`src/rtl/ldr_pkg.sv`:
```
// Shared types and constants for the Levinson-Durbin CSR block:
// FSM states, word-address map, register bit positions and the unmapped-read value.
package ldr_pkg;

  typedef enum logic [1:0] {
    ST_IDLE = 2'd0,
    ST_RUN  = 2'd1,
    ST_DONE = 2'd2,
    ST_TMO  = 2'd3
  } ldr_state_e;

  localparam logic [7:0] ADDR_CTRL   = 8'h00;
  localparam logic [7:0] ADDR_STATUS = 8'h01;
  localparam logic [7:0] ADDR_CYCLES = 8'h02;
  localparam logic [7:0] R_BASE      = 8'h20;
  localparam logic [7:0] A_BASE      = 8'h40;

  localparam int CTRL_SOFT_RESET = 0;
  localparam int CTRL_START      = 1;
  localparam int CTRL_IRQ_EN     = 2;

  localparam int STAT_BUSY    = 0;
  localparam int STAT_DONE    = 1;
  localparam int STAT_TIMEOUT = 2;
  localparam int STAT_WR_ERR  = 3;

  localparam logic [15:0] BAD_READ = 16'h0BAD;

endpackage

```
`src/rtl/ldr_csr_fsm.sv`:
```
// Run sequencer for the Levinson-Durbin core: IDLE/RUN/DONE/TMO FSM, RUN-cycle counter,
// timeout compare and the one-cycle core_start / core_rst pulses.
module ldr_csr_fsm
  import ldr_pkg::*;
#(
  parameter int DATA_W  = 16,
  parameter int TIMEOUT = 4095
) (
  input  logic              clk,
  input  logic              reset,
  input  logic              soft_reset,
  input  logic              start_req,
  input  logic              core_done,
  output ldr_state_e        state,
  output logic [DATA_W-1:0] cycles,
  output logic              core_start,
  output logic              core_rst,
  output logic              ev_start,
  output logic              ev_done,
  output logic              ev_timeout,
  output logic              start_err
);

  ldr_state_e        state_nxt;
  logic [DATA_W-1:0] cycles_nxt;
  logic [DATA_W-1:0] cycles_inc;
  logic              start_nxt;
  logic              rst_nxt;

  // Holding at TIMEOUT keeps a done-on-the-timeout-cycle from overshooting the limit.
  assign cycles_inc = (cycles == DATA_W'(TIMEOUT) || &cycles) ? cycles : cycles + DATA_W'(1);

  always_comb begin
    // NOTE: every signal driven here gets a default first, so no path can infer a latch.
    state_nxt  = state;
    cycles_nxt = cycles;
    start_nxt  = 1'b0;
    rst_nxt    = 1'b0;
    ev_start   = 1'b0;
    ev_done    = 1'b0;
    ev_timeout = 1'b0;
    start_err  = 1'b0;
    if (soft_reset) begin
      state_nxt  = ST_IDLE;
      cycles_nxt = '0;
      rst_nxt    = 1'b1;
    end else if (state == ST_RUN) begin
      start_err = start_req;
      if (core_done) begin
        state_nxt  = ST_DONE;
        cycles_nxt = cycles_inc;
        ev_done    = 1'b1;
      end else if (cycles == DATA_W'(TIMEOUT)) begin
        state_nxt  = ST_TMO;
        rst_nxt    = 1'b1;
        ev_timeout = 1'b1;
      end else begin
        cycles_nxt = cycles_inc;
      end
    end else if (start_req) begin
      state_nxt  = ST_RUN;
      cycles_nxt = '0;
      start_nxt  = 1'b1;
      ev_start   = 1'b1;
    end
  end

  always_ff @(posedge clk) begin
    // NOTE: state registers use non-blocking assignments so every flop samples pre-edge values.
    if (reset) begin
      state      <= ST_IDLE;
      cycles     <= '0;
      core_start <= 1'b0;
      core_rst   <= 1'b1;
    end else begin
      state      <= state_nxt;
      cycles     <= cycles_nxt;
      core_start <= start_nxt;
      core_rst   <= rst_nxt;
    end
  end

endmodule

```
`src/rtl/ldr_avalon_csr.sv`:
```
// Avalon-MM CSR slave for a Levinson-Durbin core: R inputs, A shadows, control/status, LEDs.
// Optional interrupt output enabled by defining LDR_CSR_IRQ_EN.
module ldr_avalon_csr
  import ldr_pkg::*;
#(
  parameter int ORDER   = 10,
  parameter int DATA_W  = 16,
  parameter int ADDR_W  = 8,
  parameter int TIMEOUT = 4095
) (
  input  logic                      clk,
  input  logic                      reset,
  input  logic [ADDR_W-1:0]         avs_address,
  input  logic                      avs_read,
  input  logic                      avs_write,
  input  logic [DATA_W-1:0]         avs_writedata,
  output logic [DATA_W-1:0]         avs_readdata,
  output logic                      core_rst,
  output logic                      core_start,
  output logic [(ORDER+1)*DATA_W-1:0] core_r,
  input  logic [(ORDER+1)*DATA_W-1:0] core_a,
  input  logic                      core_done,
  output logic                      irq,
  output logic [7:0]                led
);

  logic [DATA_W-1:0] r_q [ORDER+1];
  logic [DATA_W-1:0] a_q [ORDER+1];
  logic              st_done_q, st_tmo_q, wr_err_q, irq_en_q;
  logic              ctrl_wr, status_wr, soft_reset, start_req, busy;
  logic              ev_start, ev_done, ev_timeout, start_err;
  logic              r_wr;
  logic [DATA_W-1:0] rdata;
  logic [DATA_W-1:0] cycles;
  ldr_state_e        state;

  assign ctrl_wr    = avs_write && (avs_address == ADDR_W'(ADDR_CTRL));
  assign status_wr  = avs_write && (avs_address == ADDR_W'(ADDR_STATUS));
  assign soft_reset = ctrl_wr && avs_writedata[CTRL_SOFT_RESET];
  assign start_req  = ctrl_wr && avs_writedata[CTRL_START] && !soft_reset;
  assign busy       = (state == ST_RUN);

  always_comb begin
    r_wr = 1'b0;
    for (int i = 0; i <= ORDER; i++)
      if (avs_address == ADDR_W'(int'(R_BASE) + i)) r_wr = avs_write;
  end

  ldr_csr_fsm #(.DATA_W(DATA_W), .TIMEOUT(TIMEOUT)) u_fsm (
    .clk        (clk),
    .reset      (reset),
    .soft_reset (soft_reset),
    .start_req  (start_req),
    .core_done  (core_done),
    .state      (state),
    .cycles     (cycles),
    .core_start (core_start),
    .core_rst   (core_rst),
    .ev_start   (ev_start),
    .ev_done    (ev_done),
    .ev_timeout (ev_timeout),
    .start_err  (start_err)
  );

  always_ff @(posedge clk) begin
    // NOTE: R and A are a handful of flops that must read back 0 after reset, so they are reset.
    if (reset) begin
      st_done_q <= 1'b0;
      st_tmo_q  <= 1'b0;
      wr_err_q  <= 1'b0;
      for (int i = 0; i <= ORDER; i++) begin
        r_q[i] <= '0;
        a_q[i] <= '0;
      end
    end else begin
      if (status_wr) begin
        if (avs_writedata[STAT_DONE])    st_done_q <= 1'b0;
        if (avs_writedata[STAT_TIMEOUT]) st_tmo_q  <= 1'b0;
        if (avs_writedata[STAT_WR_ERR])  wr_err_q  <= 1'b0;
      end
      if (ev_start) begin
        st_done_q <= 1'b0;
        st_tmo_q  <= 1'b0;
      end
      if (ev_done) begin
        st_done_q <= 1'b1;
        for (int i = 0; i <= ORDER; i++) a_q[i] <= core_a[i*DATA_W +: DATA_W];
      end
      if (ev_timeout) st_tmo_q <= 1'b1;
      // Hardware events take priority over a simultaneous W1C.
      if (start_err || (r_wr && busy)) wr_err_q <= 1'b1;
      for (int i = 0; i <= ORDER; i++)
        if (avs_write && !busy && avs_address == ADDR_W'(int'(R_BASE) + i))
          r_q[i] <= avs_writedata;
      if (soft_reset) begin
        st_done_q <= 1'b0;
        st_tmo_q  <= 1'b0;
        wr_err_q  <= 1'b0;
        for (int i = 0; i <= ORDER; i++) a_q[i] <= '0;
      end
    end
  end

`ifdef LDR_CSR_IRQ_EN
  always_ff @(posedge clk) begin
    if (reset)        irq_en_q <= 1'b0;
    else if (ctrl_wr) irq_en_q <= avs_writedata[CTRL_IRQ_EN];
  end
  assign irq = irq_en_q && (st_done_q || st_tmo_q);
`else
  assign irq_en_q = 1'b0;
  assign irq      = 1'b0;
`endif

  always_comb begin
    rdata = DATA_W'(BAD_READ);
    if (avs_address == ADDR_W'(ADDR_CTRL)) begin
      rdata              = '0;
      rdata[CTRL_IRQ_EN] = irq_en_q;
    end else if (avs_address == ADDR_W'(ADDR_STATUS)) begin
      rdata               = '0;
      rdata[STAT_BUSY]    = busy;
      rdata[STAT_DONE]    = st_done_q;
      rdata[STAT_TIMEOUT] = st_tmo_q;
      rdata[STAT_WR_ERR]  = wr_err_q;
    end else if (avs_address == ADDR_W'(ADDR_CYCLES)) begin
      rdata = cycles;
    end
    for (int i = 0; i <= ORDER; i++) begin
      if (avs_address == ADDR_W'(int'(R_BASE) + i)) rdata = r_q[i];
      if (avs_address == ADDR_W'(int'(A_BASE) + i)) rdata = a_q[i];
    end
  end

  // Registered before any same-cycle write lands, so a read/write collision returns the old value.
  always_ff @(posedge clk) begin
    if (reset) avs_readdata <= '0;
    else       avs_readdata <= avs_read ? rdata : '0;
  end

  for (genvar i = 0; i <= ORDER; i++) begin : g_core_r
    assign core_r[i*DATA_W +: DATA_W] = r_q[i];
  end

  assign led = {4'hF, ~wr_err_q, ~(state == ST_TMO), ~(state == ST_DONE), ~busy};

endmodule
```
`config.mk`:
```
export PLATFORM = sky130hd
export DESIGN_NAME = ldr_avalon_csr
export DESIGN_NICKNAME = d
export VERILOG_FILES = /design/src/rtl/ldr_pkg.sv /design/src/rtl/ldr_csr_fsm.sv /design/src/rtl/ldr_avalon_csr.sv
export SDC_FILE = /design/constraint.sdc
export NUM_CORES = 1
export LEC_CHECK = 0
export ABC_AREA = 1
export BUFFER_PORTS_ARGS = -buffer_cell sky130_fd_sc_hd__buf_4
export CORE_ASPECT_RATIO = 0.5
export CORE_MARGIN = 10
export CORE_UTILIZATION = 45
export CTS_CLUSTER_SIZE = 8
export DETAILED_ROUTE_END_ITERATION = 10
export PLACE_DENSITY_LB_ADDON = 0.12
export SLEW_MARGIN = 0
export SYNTH_ARGS = -nofsm -noshare
export SYNTH_HDL_FRONTEND = slang
export SYNTH_SLANG_ARGS = --single-unit
```
`constraint.sdc`:
```
create_clock -name clk -period 8.15 [get_ports clk]
set_input_delay 0.4075 -clock clk [delete_from_list [all_inputs] [get_ports clk]]
set_output_delay 0.4075 -clock clk [all_outputs]
set_load 0.05 [all_outputs]
```
* Word-level counts from Yosys, hierarchy flattened *
Memory sizes are Yosys's and may differ from the RTL's.
Cells that the tools add are included.

word-level totals
  register bits after elaboration = 39
  RAM bits = 352
  bits of input ports = 205
  output and inout bits = 203
  memories = 2

memories
  memory  words  bits a word  rd ports  clocked after memory_dff  write ports  RTL line              source
  a_q     11     16           11        0                         11           ldr_avalon_csr.sv:28  logic [DATA_W-1:0] a_q [ORDER+1];
  r_q     11     16           11        0                         11           ldr_avalon_csr.sv:27  logic [DATA_W-1:0] r_q [ORDER+1];

cells by class
  add/sub/neg operators = 1
  eq/ne operators = 30
  muxes and demuxes = 142
  bitwise operators = 38
  reduce and logical (&&, ||, !) cells = 38

operators by type and width
  operator                                                count
  two-way mux 16 bit                                      63
  equality test 8 x 6 -> 1 bit (second input constant)    11
  equality test 8 x 7 -> 1 bit (second input constant)    11
  two-way mux 1 bit                                       75
  OR 1 bit                                                33
  logical AND 1 bit                                       18
  adder 16 x 1 -> 16 bit (second input constant)          1
  equality test 16 x 12 -> 1 bit (second input constant)  1
  AND reduction 16 bit                                    1
  nonzero test 3 bit                                      4
  AND reduction 2 bit                                     5
  equality test 8 x 1 -> 1 bit (second input constant)    1
  equality test 8 x 2 -> 1 bit (second input constant)    1
  logical NOT 8 bit                                       1
  two-way mux 2 bit                                       4
  nonzero test 2 bit                                      3
  NOT 1 bit                                               5
  equality test 2 bit (second input constant)             2
  OR reduction 2 bit                                      2
  != test 3 x 2 -> 1 bit (second input constant)          1
  != test 3 bit (second input constant)                   1
  equality test 2 x 1 -> 1 bit (second input constant)    1
  logical NOT 1 bit                                       2
  logical OR 1 bit                                        2

* Depth between registers and ports, before layout *
Gate-level depths: netlist of run 1.

  depth in word-level cells = 26
  mapped depth = 20
  gate-level depth less buffers = 20

* Hierarchy *
A second synthesis of run 1 with hierarchy kept.

unflattened totals
  cell total of the unflattened synthesis = 2036
  area, all modules = 18398.9 sq um

modules (own cells, without submodules)
  module          instances  cells each  area each (sq um)  sequential area each (sq um)
  ldr_avalon_csr  1          1842        17160.2            10950.5
  ldr_csr_fsm     1          194         1238.7             400.4

* Least setup slack after synthesis of run 1 *
OpenSTA, ideal clock, no wires.

  path kind = input port to flip-flop
  from = input port avs_address[4]
  to = memory a_q[0][0] (enable)
  library setup time = 1.725 ns
  data arrival time = 5.466 ns
  required time = 6.425 ns
  slack = 0.959 ns
  stages on the path = 11
  buffers on the path = 3
  path through = nor2_2 -> nand2_2 -> nor3_4 -> nand2_1 -> nand2_1 -> inv_1 -> nand3_1 -> clkbuf_1 -> clkbuf_1 -> buf_2 -> nand3_1

RTL lines
  item             RTL line              source
  start, declared  ldr_avalon_csr.sv:13  input logic [ADDR_W-1:0] avs_address,
  end, declared    ldr_avalon_csr.sv:28

==> impl_metrics.yaml, run 1 <==
yosys:
  synth_edf_count: 352
  synth-main-ff-cell: "edfxtp_1"
  ys_seq_area_share_pct: 63.00
  synth.most_common_cell: "nor2_1"
  synth_largest_area_cell: "edfxtp_1"
  synth_cells: 1966
  yosys.cell_types.count: 33
  async_flop_share_pct: 0
  syn_area_per_cell_sq_um: 9.164
  syn_area_sq_mm: 0.01802
  yosys_warnings: 0
  ys_ff_latch: 391
  synth_top_area_share_pct: 58.67
  synth_area_leaders: "edfxtp_1 (59%), nor2_1 (9.3%), inv_1 (7.6%)"
  synth_commonest_cells: "nor2_1 (448), inv_1 (364), edfxtp_1 (352), nand2_1 (349), or2_2 (81)"
pwr:
  peakVddDrop_mv: 0.1543
  leakagePower_uw: 0.01031
  p_comb_share_pct: 9.4
  p_int_uw: 3585
  powerDensity_mw_per_mm2: 207.0
  netSwitchingFraction_pct: 24.65
  p_seq_share_pct: 48.2
  switchingPower_uw: 1173
  clkPwrFrac_pct: 42.4
floorplanning:
  pin_count: 408
  core_area_sq_mm: 0.03918
  die_h_um: 161.5
  start_util_pct: 45.99
  rows: 51
  dieArea_sq_mm: 0.04893
  die_x_um: 303.0
worst_setup_path:
  crit_chain: "buf_4 > inv_1 > nand2_1 > inv_1 > nand3_4 > nand3_4 > buf_4"
  rrSetupSlack_ns: 4.42
  cp-end-kind: "flip-flop"
  crit_fanout: 70
  r2r-start: "u_fsm.state[0]$_SDFFE_PP0P_"
  r2r-end: "a_q[3][13]$_SDFFCE_PP0P_"
  critPathSlowestCell: "nand3_4"
  reg2regPathDepth: 5
  worstPathArrival_ns: 4.60
  critPathRequiredTime_ns: 8.34
  critPathLaunchType: "input port"
  crit_type: "input port to flip-flop"
  slowest_delay_ns: 0.94
timing:
  period_needed_ns: 4.409
  tightest_slew_ns: 1.220
  setup_ws_ns: 3.741
  finalHoldWorstSlack_ns: 0.1259
  maxSlewViolCount: 0
  finalSetupTns_ns: 0
  clock.fmax_mhz: 226.8
  finalClockSkew_ns: 0.02757
  finalSetupViolations: 0
  timing.final.crit_share_pct: 54.10
  slew_headroom_pct: 18.34
  grt_setup_unrepaired: "false"
  hold_violations: 0
placed_design:
  place_congestion: 0.9071
  hpwl_um: 47200
  dp_slack_ns: 3.210
  portBuffers: 402
clock_network:
  numClockSinks: 391
  cts_buffers: 54
  cts_tree: "yes"
  holdBufCountCts: 0
  cts-root-buf: "clkbuf_16"
  clk_pin_slew_ns: 0.06
  post-cts-setup-buffer-count: 0
  cts_resized: 0
  htree_levels: 2
  clockBufferDepth: 3
  clk-insertion-delay-late_ns: 0.58
detailed_routing:
  wl_um: 63470
  drc: 0
  via_count: 14805
  viasPerCell: 5.058
  detail-route-antenna-nets: 0
  dr.first_iter.drc_count: 1877
  wire_per_inst_um: 21.69
  firstDrtPassIters: 6
run_status:
  outcome: "finished, final reports clean"
global_route:
  grt_pass1_wl_um: 89650
  first_global_vias: 14272
  grt_overflow: 0
  antenna_found_initial: 1
  grt_max_degree: 95
  track_usage_pct: 24.80
worst_hold_path:
  hold_path_end: "a_q[9][7]$_SDFFCE_PP0P_"
  holdPathStages: 3
  holdCritStartpoint: "core_a[151]"
  worst_hold_path_type: "input port to flip-flop"
finish:
  fillers: 3507
  syn_to_final_growth_pct: 27.58
  layout.nets: 2581
  drive_above_1_share_pct: 24.04
run:
  maxCapViolCount: 0
-- kinds of logic after synthesis --
group / share of synthesized area [%]
and+or+nand+nor: 24.33
buffers and inverters: 9.632
DFF: 63.00
AOI/OAI and AO/OA: 2.882
other: 0.04168
xor gates and xnor gates: 0.04862
adders and majority gates: 0.06943
-- sequential cells by signal (all words and copies together) (netlist names) --
register / count
a_q: 176
r_q: 176
avs_readdata: 16
u_fsm.cycles: 16
u_fsm.state: 2
st_done_q: 1
st_tmo_q: 1
u_fsm.core_rst: 1
u_fsm.core_start: 1
wr_err_q: 1
-- through the flow --
step / std cells / power (uW) / cell area [sq um] / utilization, %
after global routing: 2927 / 4887 / 22990 / 58.67
final: 2927 / 4758 / 22990 / 58.67
after floorplan: 1969 / 2561 / 18030 / -
after CTS: 2926 / 4769 / 22980 / 58.66
after detailed placement: 2849 / 2779 / 21530 / 54.96
after global placement: 2849 / 2776 / 21530 / 54.96
-- final cells by class --
type | count | area, sq um | area share (%)
Clock buffer | 76 | 1434 | 6.238
Multi-Input combinational cell | 1126 | 4967 | 21.61
Tap cell | 530 | 663.1 | 2.885
Inverter | 391 | 1468 | 6.385
Sequential cell | 391 | 11350 | 49.38
Clock inverter | 1 | 16.27 | 0.07076
Antenna cell | 1 | 2.502 | 0.01089
Timing Repair Buffer | 411 | 3085 | 13.42
-- cell usage in the layout, fill, tap and decap left out --
master,Yosys,layout
nor2_1,448,448
buf_4,6,411
inv_1,364,364
edfxtp_1,352,352
nand2_1,349,349
or2_2,81,81
o21ai_0,70,69
nand4_1,64,64
clkbuf_16,0,54
nand3_1,43,41
dfxtp_1,39,39
a21oi_1,25,25
clkinv_1,23,23
clkbuf_1,42,22
nor3_1,7,7
nor2_2,5,5
nor2_4,5,5
conb_1,2,5
nand2_2,4,4
inv_2,4,4
o21ai_1,2,3
nand3_2,3,3
nor4_1,3,3
nand2_4,2,2
nor3_4,2,2
nand3_4,0,2
diode_2,0,1
nor3_2,1,1
o211ai_2,1,1
o22ai_1,1,1
o41ai_1,1,1
a31oi_1,1,1
xor2_1,1,1
nand3b_1,1,1
ha_1,1,1
clkinv_8,0,1
-- per-layer routing --
metal  vias up  track usage, %  share of wire, %
li1       6963               -                 -
met1      7063           31.85                39
met2       685           42.05                49
met3        94           5.698               9.8
met4         0           5.665               2.1
met5         -               0                 0
-- how the worst max path moves through the flow --
| stage | startpoint | to | slack (ns) |
|---|---|---|---|
| 2_1_floorplan | avs_address[4] | a_q[0][0]$_SDFFCE_PP0P_ | 0.96 |
| 3_3_place_gp | reset | a_q[3][6]$_SDFFCE_PP0P_ | 3.34 |
| 3_5_place_dp | reset | a_q[3][13]$_SDFFCE_PP0P_ | 3.21 |
| 4_1_cts | reset | a_q[3][13]$_SDFFCE_PP0P_ | 3.80 |
| 5_1_grt | reset | a_q[1][13]$_SDFFCE_PP0P_ | 3.38 |
| 6_report | reset | a_q[3][13]$_SDFFCE_PP0P_ | 3.74 |
-- critical path, delay by kind of cell --
kind,cells,cell delay (ns)
AND/OR/NAND/NOR,3,2.21
buffers and inverters,4,1.88
-- power by group through the flow --
stage / sequential [uW] / combinational [uW] / clock, uW
2_1_floorplan: 2460 / 96.1 / 0
3_3_place_gp: 2330 / 444 / 0
3_5_place_dp: 2330 / 446 / 0
4_1_cts: 2290 / 447 / 2030
5_1_grt: 2300 / 468 / 2120
6_report: 2290 / 447 / 2020
Note: power is estimated with default switching activity, not from simulation.
==> run 2: changes to the inputs <==
==> constraint.sdc (replaced) <==
create_clock -name clk -period 4.6 [get_ports clk]
set_input_delay 0.23 -clock clk [delete_from_list [all_inputs] [get_ports clk]]
set_output_delay 0.23 -clock clk [all_outputs]
set_load 0.05 [all_outputs]
==> impl_metrics.yaml, run 2 (synthesized netlist as in run 1, its figures left out) <==
detailed_routing:
  viasPerCell: 5.158
  wl_um: 70450
  firstDrtPassIters: 8
  detail-route-antenna-nets: 0
  dr.first_iter.drc_count: 2002
  via_count: 15978
  wire_per_inst_um: 22.74
  drc: 0
run:
  maxCapViolCount: 0
clock_network:
  post-cts-setup-buffer-count: 0
  clk-insertion-delay-late_ns: 0.58
  cts_resized: 0
  clk_pin_slew_ns: 0.05
  numClockSinks: 391
  clockBufferDepth: 3
  cts_buffers: 54
  cts-root-buf: "clkbuf_16"
  cts_tree: "yes"
  htree_levels: 2
  holdBufCountCts: 159
pwr:
  leakagePower_uw: 0.01104
  p_int_uw: 6443
  clkPwrFrac_pct: 41.8
  p_seq_share_pct: 47.4
  p_comb_share_pct: 10.8
  netSwitchingFraction_pct: 24.98
  switchingPower_uw: 2145
  peakVddDrop_mv: 0.2396
  powerDensity_mw_per_mm2: 347.7
timing:
  maxSlewViolCount: 0
  tightest_slew_ns: 1.095
  timing.final.crit_share_pct: 65.82
  finalClockSkew_ns: 0.02493
  clock.fmax_mhz: 330.3
  grt_setup_unrepaired: "false"
  finalSetupViolations: 0
  slew_headroom_pct: 26.72
  period_needed_ns: 3.028
  finalHoldWorstSlack_ns: -0.006962
  hold_violations: 1
  finalSetupTns_ns: 0
finish:
  largestRegisters: "a_q (176), r_q (176)"
  drive_above_1_share_pct: 22.81
  syn_to_final_growth_pct: 37.08
  final_common_cell: "nor2_1"
  final_cell_mix: "nor2_1 (448), buf_4 (417), inv_1 (364)"
  post-route-util_pct: 63.04
  layout.nets: 2750
floorplanning:
  rows: 51
  start_util_pct: 45.99
  pin_count: 408
  die_x_um: 303.0
  dieArea_sq_mm: 0.04893
  die_h_um: 161.5
  core_area_sq_mm: 0.03918
worst_setup_path:
  crit_fanout: 17
  crit_type: "flip-flop to flip-flop"
  critPathRequiredTime_ns: 4.81
  critPathLaunchType: "flip-flop"
  cp-end-kind: "flip-flop"
  worstPathArrival_ns: 3.23
global_route:
  use_met3_pct: 7.379
  grt_max_degree: 162
  antenna_found_initial: 3
  first_global_vias: 15493
  grt.busiest_layer: "met2"
  track_usage_pct: 27.81
  grt_use_met2_pct: 43.65
  grt_overflow: 0
  grt_pass1_wl_um: 100600
  use_met1_pct: 36.68
placed_design:
  portBuffers: 402
  place_congestion: 1.004
  hpwl_um: 50840
worst_hold_path:
  worst_hold_path_type: "input port to flip-flop"
run_status:
  outcome: "finished with violations"
  violations: "negative hold slack"
run 2: cell types whose count changed in the layout (fill, tap and decap cells not counted), sizes merged:
cell | previous run | this run
buf | 411 | 420
diode | 1 | 3
dlygate4sd3 | 0 | 160
run 2: area by class of cell:
cell class                 count  area, sq um
timing repair buffer         580         4792
sequential                   391        11350
inverter                     391         1468
clock buffer                  76         1434
multi-input combinational   1126         4967
fill                        3365        14480
tap                          530        663.1
clock inverter                 1        16.27
antenna                        3        7.507
run 2: power groups by stage:
stage	clock, uW	sequential [uW]	combinational [uW]
2_1_floorplan	0	4360	171
3_3_place_gp	0	4140	798
3_5_place_dp	0	4140	802
4_1_cts	3600	4070	914
5_1_grt	3750	4080	964
6_report	3590	4070	925
run 2: routing by layer:
metal,share of wire (%),vias to the layer above
met5,0,-
met4,3.7,0
met3,12,169
met2,46,924
met1,39,7582
li1,-,7303
run 2: worst max-delay path, cell delays in order, from the launching register on:
cell      delay, ns
dfxtp_1        0.38
nor2_2         0.14
nor2_1         0.49
inv_1          0.35
nor2_1         0.19
clkinv_1       0.41
nand2_1        0.70
run 2: per-stage QoR:
step / cells / total power, uW / cell area [sq um] / worst slack, ns
after floorplan: 1969 / 4527 / 18040 / 0.9202
after global placement: 2858 / 4938 / 21640 / 1.195
after detailed placement: 2858 / 4940 / 21640 / 1.241
after CTS: 3094 / 8587 / 24680 / 1.618
after global routing: 3098 / 8792 / 24700 / 1.371
final: 3098 / 8588 / 24700 / 1.572
run 2: final timing paths:
kind                                from  depth (start not counted)                        to  slack, ns
max reg2reg  u_fsm.state[1]$_SDFFE_PP0P_                          6   r_q[4][9]$_SDFFCE_PN0P_       1.57
min                           core_a[59]                          3  a_q[3][11]$_SDFFCE_PP0P_     -0.007
min reg2reg        st_tmo_q$_SDFFE_PP0P_                          2     st_tmo_q$_SDFFE_PP0P_       0.51
max          u_fsm.state[1]$_SDFFE_PP0P_                          6   r_q[4][9]$_SDFFCE_PN0P_       1.57
==> run 3: changes to the inputs <==
--- a/config.mk
+++ b/config.mk
@@ -5,7 +5,7 @@
 export SDC_FILE = /design/constraint.sdc
 export NUM_CORES = 1
 export LEC_CHECK = 0
-export ABC_AREA = 1
+export ABC_AREA = 0
 export BUFFER_PORTS_ARGS = -buffer_cell sky130_fd_sc_hd__buf_4
 export CORE_ASPECT_RATIO = 0.5
 export CORE_MARGIN = 10
==> constraint.sdc (replaced) <==
create_clock -name clk -period 2.51 [get_ports clk]
set_input_delay 0.1255 -clock clk [delete_from_list [all_inputs] [get_ports clk]]
set_output_delay 0.1255 -clock clk [all_outputs]
set_load 0.05 [all_outputs]
==> impl_metrics.yaml, run 3 <==
yosys:
  ys_ff_latch: 391
  async_flop_share_pct: 0
  yosys_warnings: 0
  synth_largest_area_cell: "edfxtp_1"
  syn_area_sq_mm: 0.01834
  synth_area_leaders: "edfxtp_1 (58%), and2_1 (6.0%), nor2_1 (4.8%)"
  ys_seq_area_share_pct: 61.89
  synth-main-ff-cell: "edfxtp_1"
  synth.most_common_cell: "edfxtp_1"
  synth_edf_count: 352
  yosys.cell_types.count: 82
  synth_top_area_share_pct: 57.63
  syn_area_per_cell_sq_um: 11.28
  synth_cells: 1626
  synth_commonest_cells: "edfxtp_1 (352), nor2_1 (235), and2_1 (177), a21oi_1 (97), clkbuf_1 (93)"
timing:
  setup_ws_ns: 0.03083
  period_needed_ns: 2.479
  grt_setup_unrepaired: "false"
  clock.fmax_mhz: 403.4
  finalSetupViolations: 0
  maxSlewViolCount: 0
  finalClockSkew_ns: 0.03136
  timing.final.crit_share_pct: 98.77
  hold_violations: 0
  slew_headroom_pct: 47.60
  finalSetupTns_ns: 0
  tightest_slew_ns: 0.7812
worst_setup_path:
  crit_fanout: 2
  path_delay_family: "compound AO/OA/AOI/OAI gates"
  critPathSlowestCell: "a221oi_1"
  cp-end-kind: "flip-flop"
  worstPathArrival_ns: 2.96
  critPathRequiredTime_ns: 3.00
  r2r-start: "r_q[0][9]$_SDFFCE_PN0P_"
  rrSetupSlack_ns: 0.03
  crit_type: "flip-flop to flip-flop"
  path_buf_inv: 1
  reg2regPathDepth: 8
  slowest_delay_ns: 0.71
  r2r-end: "avs_readdata[9]$_SDFF_PP0_"
  critPathLaunchType: "flip-flop"
  path_common_cell: "a221oi_1"
  crit_chain: "nand2_1 > a2bb2oi_1 > o21ai_0 > a221oi_1 > buf_4 > o22ai_1 > a31o_1 > a221oi_1"
run:
  maxCapViolCount: 0
run_status:
  outcome: "finished, final reports clean"
clock_network:
  cts_tree: "yes"
  clockBufferDepth: 3
  cts-root-buf: "clkbuf_16"
  numClockSinks: 391
  clk-insertion-delay-late_ns: 0.60
  cts_resized: 0
  htree_levels: 2
  cts_buffers: 54
  clk_pin_slew_ns: 0.06
floorplanning:
  die_h_um: 162.8
  dieArea_sq_mm: 0.04972
  pin_count: 408
  die_x_um: 305.5
  core_area_sq_mm: 0.04034
  rows: 52
  start_util_pct: 45.47
placed_design:
  portBuffers: 402
  place_congestion: 0.9562
  dp_slack_ns: -0.3535
  place_area_sq_mm: 0.02345
  hpwl_um: 58000
global_route:
  grt_overflow: 0
  track_usage_pct: 30.75
  first_global_vias: 17047
  grt_max_degree: 69
  antenna_found_initial: 1
  grt_pass1_wl_um: 114100
detailed_routing:
  drc: 0
  wl_um: 79530
  via_count: 16872
  detail-route-antenna-nets: 0
  wire_per_inst_um: 27.28
  firstDrtPassIters: 5
  viasPerCell: 5.788
  dr.first_iter.drc_count: 2095
worst_hold_path:
  hold_path_end: "wr_err_q$_SDFFE_PP0P_"
  holdPathStages: 5
  worst_hold_path_type: "input port to flip-flop"
  holdCritStartpoint: "avs_write"
finish:
  largestRegisters: "a_q (176), r_q (176)"
  final_area_sq_mm: 0.02683
  drive_above_1_share_pct: 29.60
  diodes: 0
  final_cell_mix: "buf_4 (579), edfxtp_1 (352), nor2_1 (234)"
  layout.nets: 2547
  final_common_cell: "buf_4"
  post-route-util_pct: 66.52
  syn_to_final_growth_pct: 46.30
pwr:
  peakVddDrop_mv: 0.5225
  powerDensity_mw_per_mm2: 609.6
  leakagePower_uw: 0.01065
## run 3: cell types whose count changed after synthesis, sizes merged, moves of 31 or more
cell / previous run / this run
nand4: 64 / 11
nand2b: 0 / 35
nand2: 355 / 76
or2: 81 / 3
inv: 368 / 23
clkbuf: 42 / 93
a21oi: 25 / 97
and2: 0 / 177
a221oi: 0 / 31
nor2: 458 / 240
o22ai: 1 / 36
## run 3: report_power, final
part | leakage, uW | total, uW | switching [uW] | internal [uW]
sequential | 0.00393 | 7480 | 158 | 7320
clock | 0.000738 | 6850 | 2810 | 4040
combinational | 0.00598 | 2030 | 1220 | 809
## run 3: area by class of cell
cell class / count / area (sq um)
clock inverter: 2 / 50.05
tap: 540 / 675.6
timing repair buffer: 794 / 6819
sequential: 391 / 11350
fill: 3105 / 13510
inverter: 23 / 86.33
clock buffer: 88 / 1500
multi-input combinational: 1077 / 6350
## run 3: kinds of logic (layout without fill, tap and decap cells)
kind of cell	count (synthesis)	after routing	share of synthesized area [%]
mux	4	4	0.2933
other cells	2	5	0.04095
flops	391	391	61.89
fa+ha+maj	1	1	0.06821
simple gates	647	647	18.17
buf+inv	161	907	3.820
compound gates	406	406	15.04
xor+xnor	14	14	0.6686
## run 3: worst max path at each step
stage	startpoint	to	slack, ns	depth (start not counted)
detailed placement	avs_address[0]	avs_readdata[15]$_SDFF_PP0_	-0.35	11
CTS	u_fsm.cycles[15]$_SDFFE_PP0P_	u_fsm.cycles[5]$_SDFFE_PP0P_	0.15	7
floorplan	u_fsm.state[0]$_SDFFE_PP0P_	r_q[9][0]$_SDFFCE_PN0P_	0.03	6
global route	r_q[2][14]$_SDFFCE_PN0P_	avs_readdata[14]$_SDFF_PP0_	0.01	8
global placement	avs_address[7]	avs_readdata[1]$_SDFF_PP0_	-0.37	10
finish	r_q[0][9]$_SDFFCE_PN0P_	avs_readdata[9]$_SDFF_PP0_	0.03	8
## run 3: tightest hold or removal path, stage by stage
cell and delay (ns):
buf_4 0.14, nand3_1 0.06, a21oi_1 0.07, a21oi_1 0.12, nor2_1 0.05
## run 3: layer usage
layer / share of wire [%] / global-route usage [%] / up-vias
li1: - / - / 7437
met1: 38 / 39.08 / 8339
met2: 49 / 52.12 / 944
met3: 10 / 7.358 / 152
met4: 2.8 / 8.653 / 0
met5: 0 / 0 / -
## run 3: what timing repair did
item	in CTS	in global routing
hold buffers	183	0
endpoints found under the setup margin	0	0
hold endpoints to repair	185	0
setup buffers	0	0
## run 3: stage by stage
| stage | hold WS [ns] | power (uW) | cells |
|---|---|---|---|
| after global routing | 0.06769 | 16760 | 2915 |
| after global placement | 0.3481 | 9355 | 2642 |
| final | 0.04719 | 16360 | 2915 |
| after CTS | 0.02391 | 16350 | 2915 |
| after detailed placement | 0.3462 | 9363 | 2642 |
| after floorplan | 0.2264 | 8401 | 1629 |
